**src/rtl/mmio_timer_responder.sv**
```systemverilog
// mmio_timer_responder: memory-mapped prescaled 32-bit timer on the CPU data port.
// Ports: clk, Reset (sync, active-high), MemWrite, DataAddress[31:0], WriteData[31:0]
//        in; ReadData[31:0] (combinational, 0 when !hit), hit out; irq out when
//        TIMER_IRQ_EN is defined (adds CTRL bit3 IRQEN).
module mmio_timer_responder #(
    parameter logic [31:0] BASE_ADDR = 32'h0000_1000,
    parameter int unsigned PRESC_W   = 16
) (
    input  logic        clk,
    input  logic        Reset,
    input  logic        MemWrite,
    input  logic [31:0] DataAddress,
    input  logic [31:0] WriteData,
    output logic [31:0] ReadData,
`ifdef TIMER_IRQ_EN
    output logic        irq,
`endif
    output logic        hit
);

`ifdef TIMER_IRQ_EN
    localparam int unsigned CTRL_W = 4;
`else
    localparam int unsigned CTRL_W = 3;
`endif

    localparam logic [2:0] OFF_CTRL   = 3'd0;
    localparam logic [2:0] OFF_COUNT  = 3'd1;
    localparam logic [2:0] OFF_CMP    = 3'd2;
    localparam logic [2:0] OFF_STATUS = 3'd3;
    localparam logic [2:0] OFF_PRESC  = 3'd4;

    localparam logic [PRESC_W-1:0] PONE = 1;

    logic [CTRL_W-1:0]  ctrl_q, ctrl_d;
    logic [31:0]        count_q, count_d;
    logic [31:0]        compare_q, compare_d;
    logic [1:0]         status_q, status_d;
    logic [PRESC_W-1:0] presc_q, presc_d;
    logic [PRESC_W-1:0] pcnt_q, pcnt_d;

    logic [2:0]  offset;
    logic        wr;
    logic        wr_ctrl, wr_count, wr_cmp, wr_status, wr_presc;
    logic        tick;
    logic        is_match;
    logic        match_set, ovf_set;
    logic [32:0] count_inc;
    logic        unused_addr;

    assign hit    = (DataAddress[31:5] == BASE_ADDR[31:5]);
    assign offset = DataAddress[4:2];
    assign wr     = MemWrite && hit;

    assign wr_ctrl   = wr && (offset == OFF_CTRL);
    assign wr_count  = wr && (offset == OFF_COUNT);
    assign wr_cmp    = wr && (offset == OFF_CMP);
    assign wr_status = wr && (offset == OFF_STATUS);
    assign wr_presc  = wr && (offset == OFF_PRESC);

    assign unused_addr = ^DataAddress[1:0];

    assign tick      = ctrl_q[0] && (pcnt_q == presc_q);
    assign is_match  = (count_q == compare_q);
    assign count_inc = {1'b0, count_q} + 33'd1;

    always_comb begin
        ctrl_d    = ctrl_q;
        count_d   = count_q;
        compare_d = compare_q;
        presc_d   = presc_q;
        match_set = 1'b0;
        ovf_set   = 1'b0;

        // A CPU write to COUNT on a tick edge suppresses the whole tick.
        if (tick && !wr_count) begin
            if (is_match) begin
                match_set = 1'b1;
                if (ctrl_q[2]) ctrl_d[0] = 1'b0;
            end
            if (is_match && ctrl_q[1]) begin
                count_d = '0;
            end else begin
                count_d = count_inc[31:0];
                ovf_set = count_inc[32];
            end
        end

        if (wr_ctrl)  ctrl_d    = WriteData[CTRL_W-1:0];
        if (wr_count) count_d   = WriteData;
        if (wr_cmp)   compare_d = WriteData;
        if (wr_presc) presc_d   = WriteData[PRESC_W-1:0];

        // W1C first, then new events, so a same-edge set survives the clear.
        status_d = status_q & ~({2{wr_status}} & WriteData[1:0]);
        status_d = status_d | {ovf_set, match_set};

        // Prescaler restarts from 0 whenever the timer is (or becomes) idle.
        if (!ctrl_q[0] || !ctrl_d[0] || wr_presc || tick)
            pcnt_d = '0;
        else
            pcnt_d = pcnt_q + PONE;
    end

    always_ff @(posedge clk) begin
        if (Reset) begin
            ctrl_q    <= '0;
            count_q   <= '0;
            compare_q <= 32'hFFFF_FFFF;
            status_q  <= '0;
            presc_q   <= '0;
            pcnt_q    <= '0;
        end else begin
            ctrl_q    <= ctrl_d;
            count_q   <= count_d;
            compare_q <= compare_d;
            status_q  <= status_d;
            presc_q   <= presc_d;
            pcnt_q    <= pcnt_d;
        end
    end

    always_comb begin
        ReadData = '0;
        if (hit) begin
            case (offset)
                OFF_CTRL:   ReadData = 32'(ctrl_q);
                OFF_COUNT:  ReadData = count_q;
                OFF_CMP:    ReadData = compare_q;
                OFF_STATUS: ReadData = 32'(status_q);
                OFF_PRESC:  ReadData = 32'(presc_q);
                default:    ReadData = '0;
            endcase
        end
    end

`ifdef TIMER_IRQ_EN
    assign irq = ctrl_q[3] & (|status_q);
`endif

endmodule

```
**config.mk**
```make
export PLATFORM = sky130hd
export DESIGN_NAME = mmio_timer_responder
export DESIGN_NICKNAME = d
export VERILOG_FILES = /design/src/rtl/mmio_timer_responder.sv
export SDC_FILE = /design/constraint.sdc
export NUM_CORES = 1
export LEC_CHECK = 0
export BUFFER_PORTS_ARGS = -buffer_cell sky130_fd_sc_hd__buf_4
export CAP_MARGIN = 5
export CORE_UTILIZATION = 23
export DETAILED_ROUTE_END_ITERATION = 10
export SKIP_CTS_REPAIR_TIMING = 1
export SYNTH_ARGS = -nofsm -noshare
export SYNTH_HDL_FRONTEND = slang
export SYNTH_SLANG_ARGS = --single-unit
```
**constraint.sdc**
```tcl
create_clock -name clk -period 2.1 [get_ports clk]
set_input_delay 0.315 -clock clk [delete_from_list [all_inputs] [get_ports clk]]
set_output_delay 0.315 -clock clk [all_outputs]
set_load 0.01 [all_outputs]
```
==> summary.md, run 1 <==
| Metric | Value |
|---|---|
| Max Slew Vio Count | 0 |
| DRT iter0 DRCs | 577 |
| Worst R2R Setup Slack | -140 ps |
| Placed cell areas | 0.00820 mm² |
| Failing checks | setup timing |
| Highest clock rate | 446 MHz |
| Count leader, synth | nor2_1 |
| EDFF count, synth | 0 |
| Share of cells above drive strength 1 | 37.4% |
| Element type at the critical path start | flip-flop |
| Final nets | 1035 |
| DR pass1 iterations | 5 |
| CP peak stage delay | 470 ps |
| Worst reg2reg path endpoint | count_q[30] |
| PortBufs | 97 |
| R2R Path Start | count_q[0] |
| Hold WC Path Type | in2reg |
| CTS sink cnt | 101 |
| Final hold violation count | 0 |
| Die Area | 0.0279 mm² |
| Top cell by count, worst path | buf_4 |
| Ports | 100 |
| CTS buffer count | 9 |
| Met3 GRT Util | 3.33% |
| Initial Util | 23.3% |
| Crit-path leading delay family | simple AND/OR/NAND/NOR gates |
| Gr busiest metal | met2 |
| Die Ht | 167 µm |
| Largest net degree at the start of global routing | 80 |
| Hold wc startpoint | Reset |
| Hold path cells | 2 |
| Vias | 6896 |
| CP required | 2330 ps |
| Sequential fraction of the synthesis area | 32.3% |
| Die Wd | 167 µm |
| Synth cell count leaders | nor2_1 (123), dfxtp_1 (101), clkbuf_1 (59), xnor2_1 (54), and3_1 (40) |
| Post-synth top area cell | dfxtp_1 |
| Async SR Flop Fraction | 0% |
| DRT Wirelength | 23400 µm |
| N_diodes | 0 |
| DR DRC count | 0 |
| DP Wirelength | 16600 µm |
| Initial antenna violation count | 0 |
| Remaining global-route overflow | 0 |
| Cell count after synthesis | 790 |
| Root Driver | clkbuf_16 |
| Syn nets | 859 |
| Top post-synthesis cells by area | dfxtp_1 (32%), xnor2_1 (7.6%), nor2_1 (7.4%) |
| Crit. End Element | flip-flop |
| Setup violations, final | 50 |
| Setup Total Neg Slack | -4040 ps |
| Clock skew | 12.1 ps |
| Worst-margin pin slew | 389 ps |
| Crit path max fanout | 6 |
| H-tree depth | 3 |
| Rel. slew slack | 74.1% |
| M1 GR Usage | 21.1% |
| Post-DRT Antenna Nets | 0 |
| Clock transition at path regs | 70 ps |
| CTS tree | done |
| Gr usage total | 15.9% |
| # Max-Cap Violations | 0 |
| Reg2reg path depth | 9 |
| RSZ-0062 raised after global routing | true |
| Setup ws final | -144 ps |
| Final period utilization | 107% |
| Maximum vdd drop | 0.000370 V |
| First-pass GRT wire length | 35500 µm |
| Clock buffer depth | 2 |
| Vias per inst | 5.26 |
| Vias in the first global route | 6490 |
| RePlAce Congestion | 0.886 |
| Flops & latches, synth | 101 |
| Data arrival time of the worst path | 2480 ps |
| Crit-path slowest cell | nor4_4 |
| Yosys cell types | 55 |
| Worst skew pair latency | 360 ps |
| Lkg Pwr | 3.58 nW |
| Core ar. | 0.0268 mm² |
| Cell Pwr Density | 428 mW/mm² |
| Worst path cell trace | xnor2_2, nand4_1, nor4_4, buf_4, nand3_4, buf_4, clkbuf_16, nand4b_1, a311oi_1 |
| Buf/Inv on CP | 3 |
| Area fraction of the dominant cell type after synthesis | 32.3% |
| Avg WL per Cell | 17.9 µm |
| Hold endpoint | ctrl_q[2] |
| Post-Syn Area | 0.00626 mm² |
| Post-Syn Area per Cell | 7.92 µm² |
| Fin area | 0.00923 mm² |
| Row cnt | 60 |
| Tmin final | 2240 ps |
| Layout area overhead | 47.5% |
| Met2 Usage GRT | 26.1% |
| Outcome | finished with violations |
| CP Class | reg2reg |
| Synth Warn # | 0 |
| Ys flop type | dfxtp_1 |
## per-layer routing
metal	share of wire (%)	vias up
met5	0	-
met2	47	251
met1	45	3325
met3	6.3	34
met4	1.7	0
li1	-	3286
## power breakdown
part           switching (W)  internal, W  leakage (nW)
logic               0.000203     0.000189          2.63
registers          0.0000177      0.00193         0.824
clock network       0.000770     0.000843         0.125
total               0.000990      0.00296          3.58
## stage by stage
step / hold slack (ps) / power (W) / setup WS (ps) / instances / util (%)
final: 211 / 0.00395 / -144 / 1312 / 34.4
after global routing: 224 / 0.00409 / -207 / 1312 / 34.4
after CTS: 204 / 0.00396 / -145 / 1292 / 31.6
after detailed placement: 452 / 0.00236 / -134 / 1276 / 30.6
after global placement: 438 / 0.00236 / -114 / 1276 / 30.6
after floorplan: 428 / 0.00215 / -30.0 / 790 / -
## cell usage in the layout, fill, tap and decap left out, types with 12 or more instances in the layout
cell type,netlist,routed
dfxtp_2,0,20
mux2i_1,18,18
nand2_1,23,23
a211o_1,32,32
o21ai_0,25,20
nand4_1,29,29
a21oi_1,35,33
and3_1,40,40
nor2_1,123,102
dfxtp_1,101,81
buf_4,0,215
xnor2_2,0,19
nor2_2,0,12
a31oi_1,36,32
clkbuf_16,0,14
a22oi_1,33,33
a311oi_1,16,15
nand3_1,19,17
nand4b_1,13,13
xnor2_1,54,34
## flip-flops by register name, summed over array words and instances, names as in the netlist
name       flops
compare_q     32
count_q       32
pcnt_q        16
presc_q       16
ctrl_q         3
status_q       2
## cell type report
| class | count | area [µm²] |
|---|---|---|
| Inverter | 7 | 26.3 |
| Tap cell | 341 | 427 |
| Clock buffer | 12 | 246 |
| Clock inverter | 4 | 31.3 |
| Multi-Input combinational cell | 605 | 4370 |
| Timing Repair Buffer | 242 | 2080 |
| Sequential cell | 101 | 2050 |
| Fill cell | 2725 | 17600 |
## logic make-up after synthesis
| logic type | synth area share [%] |
|---|---|
| compound gates | 23.1 |
| buf+inv | 5.54 |
| fa+ha+maj | 0.400 |
| xor+xnor | 8.96 |
| simple gates | 26.4 |
| mux | 3.24 |
| flops | 32.3 |
## how the worst max path moves through the flow
stage	slack (ps)	startpoint	cells after the start	end
floorplan	-30	count_q[2]	8	count_q[31]
global placement	-110	presc_q[11]	7	count_q[8]
detailed placement	-130	presc_q[11]	7	count_q[5]
CTS	-140	presc_q[11]	7	count_q[30]
global route	-210	pcnt_q[11]	9	count_q[26]
finish	-140	count_q[0]	9	count_q[30]
No activity file was read; power rests on OpenSTA's default activity.
==> run 2, diff against run 1 <==
- CORE_UTILIZATION: 23 -> 38
- MAX_ROUTING_LAYER: unset -> met4
- clock period: 2.1 -> 2.4 ns (I/O delays scaled with it)
==> run 2 against run 1 <==
Against the previous run:
- the flow now finishes without violations
- via count fell by 7.3%
- sequential share of layout area up 3.6 points
- non-clock buffer count down 82
- global-route usage up 9.1 points
- cell count down 16%
- wire length shrank 14%
- combinational power shrank 23%
- final area decreased by 15%
- setup slack improved by 280 ps
- utilization up 15 points
- largest cell class unchanged
==> summary.md, run 2 (same netlist as run 1, synthesis figures left out) <==
| Metric | Value |
|---|---|
| Outcome | completed |
| CTS tree | done |
| PortBufs | 97 (unchanged) |
| DRT Wirelength | 20100 µm (-14%) |
| Most common cell after layout, fill and taps aside | buf_4 |
| Die Area | 0.0170 mm² (-39%) |
| Worst-margin pin slew | 477 ps (+87.5 ps) |
| Worst reg2reg path endpoint | count_q[8] |
| DP Wirelength | 14500 µm (-13%) |
| Die Wd | 130 µm (-22%) |
| Avg WL per Cell | 18.2 µm (+2.0%) |
| Commonest cells after routing, fill and taps aside | buf_4 (155), nor2_1 (123), dfxtp_1 (95) |
| Regs by FF count | compare_q: 32 flops, count_q: 32 flops |
| Tmin final | 2260 ps (+20.0 ps) |
| Setup ws final | 136 ps (+280 ps) |
| Row cnt | 46 (-23%) |
| Largest net degree at the start of global routing | 53 (-34%) |
| WHS | 260 ps (+49.4 ps) |
| CTS buffer count | 9 (unchanged) |
| Setup violations, final | 0 (-100%) |
| Vias in the first global route | 6190 (-4.6%) |
| Gr usage total | 25.0% (+9.1 points) |
| H-tree depth | 3 (unchanged) |
| Element type at the critical path start | flip-flop |
| Hold wc startpoint | WriteData[15] |
| Worst path cell trace | xnor2_2, nand2_1, or3b_1, or4_1, buf_4, o21ai_1, a311oi_1 |
| CP required | 2620 ps (+290 ps) |
| Cell Pwr Density | 456 mW/mm² (+6.6%) |
| Highest clock rate | 442 MHz (-0.88%) |
| Final hold violation count | 0 (unchanged) |
| Data arrival time of the worst path | 2490 ps (about the same) |
| Clock buffer depth | 2 (unchanged) |
| Hold WC Path Type | in2reg |
| CP Class | reg2reg |
| Final Total Pwr | 0.00360 W (-8.9%) |
| Core ar. | 0.0160 mm² (-40%) |
| Crit. End Element | flip-flop |
| Pre-CTS worst setup slack | 93.9 ps (+228 ps) |
| Max Slew Vio Count | 0 (unchanged) |
| Die Ht | 130 µm (-22%) |
| Worst R2R Setup Slack | 140 ps (+280 ps) |
| CTS sink cnt | 101 (unchanged) |
| Remaining global-route overflow | 0 (unchanged) |
| Hold endpoint | presc_q[15] |
| DRT iter0 DRCs | 541 (-6.2%) |
| Maximum vdd drop | 0.000364 V (-1.6%) |
| Hold path cells | 3 (+1) |
| Post-DRT Antenna Nets | 0 (unchanged) |
| Setup Total Neg Slack | 0 ps (+4040 ps) |
| CP Depth | 7 (-2) |
| CP peak stage delay | 510 ps (+40 ps) |
| Clock transition at path regs | 70 ps (about the same) |
| Layout area overhead | 26.0% |
| Initial antenna violation count | 0 (unchanged) |
| Reg2reg path depth | 7 (-2) |
| Crit-path slowest cell | or4_1 |
| Crit-path leading delay family | simple AND/OR/NAND/NOR gates |
| Final nets | 952 (-8.0%) |
| RePlAce Congestion | 0.890 (+0.46%) |
| Buf/Inv on CP | 1 (-2) |
| Final period utilization | 94.3% (-13 points) |
| R2R Path Start | pcnt_q[11] |
| Rel. slew slack | 68.1% (-6.0 points) |
| Crit path max fanout | 19 (+13) |
| Clock skew | 12.1 ps (-0.0643 ps) |
| Root Driver | clkbuf_16 |
| Post-Place Cells | 1088 (-15%) |
| First-pass GRT wire length | 32100 µm (-9.6%) |
| Worst skew pair latency | 360 ps (about the same) |
| N_diodes | 0 (unchanged) |
| Vias | 6395 (-7.3%) |
| Initial Util | 39.1% (+16 points) |
| Lkg Pwr | 3.00 nW (-16%) |
| DR DRC count | 0 (unchanged) |
| Share of cells above drive strength 1 | 23.7% (-14 points) |
| Ports | 100 (unchanged) |
| Cell Count, Final, Fillers Out | 1103 (-16%) |
| Vias per inst | 5.80 (+10%) |
| DR pass1 iterations | 5 (unchanged) |
| # Max-Cap Violations | 0 (unchanged) |
[run 2: power by group]
group | switching (W) | leakage (nW) | total, W | internal [W]
sequential | 0.0000159 | 0.819 | 0.00170 | 0.00169
combinational | 0.000152 | 2.02 | 0.000302 | 0.000149
clock | 0.000670 | 0.158 | 0.00159 | 0.000922
total | 0.000839 | 3.00 | 0.00360 | 0.00276
[run 2: through the flow]
step | instance area, µm² | utilization, %
after floorplan | 6260 | -
after global placement | 7480 | 46.8
after detailed placement | 7480 | 46.8
after CTS | 7800 | 48.7
after global routing | 7880 | 49.3
final | 7880 | 49.3
[run 2: area by class of cell]
cell class                      instances  area [µm²]
Fill cell                            1644        8120
Multi-Input combinational cell        604        3980
Sequential cell                       101        2030
Timing Repair Buffer                  160        1260
Clock buffer                           13         280
Tap cell                              216         270
Clock inverter                          2        38.8
Inverter                                7        26.3
[run 2: worst min-delay path: stages]
cell,delay (ps)
buf_4,90
mux2i_1,60
nor2_1,70
[run 2: per-layer routing]
layer / share of wire (%) / wire length (µm) / global-route usage [%] / up-vias
li1: - / - / - / 3118
met1: 47 / 9390 / 32.2 / 3058
met5: 0 / 0 / - / -
met2: 46 / 9330 / 40.3 / 197
met3: 5.1 / 1030 / 3.65 / 22
met4: 1.7 / 344 / 7.80 / 0
[run 2: how the worst max path moves through the flow]
| stage | slack, ps | from | end |
|---|---|---|---|
| floorplan | 130 | DataAddress[4] | ReadData[10] |
| global placement | 90 | presc_q[13] | count_q[29] |
| detailed placement | 90 | count_q[0] | count_q[30] |
| CTS | -20 | presc_q[13] | count_q[8] |
| global route | -20 | pcnt_q[11] | count_q[2] |
| finish | 140 | pcnt_q[11] | count_q[8] |
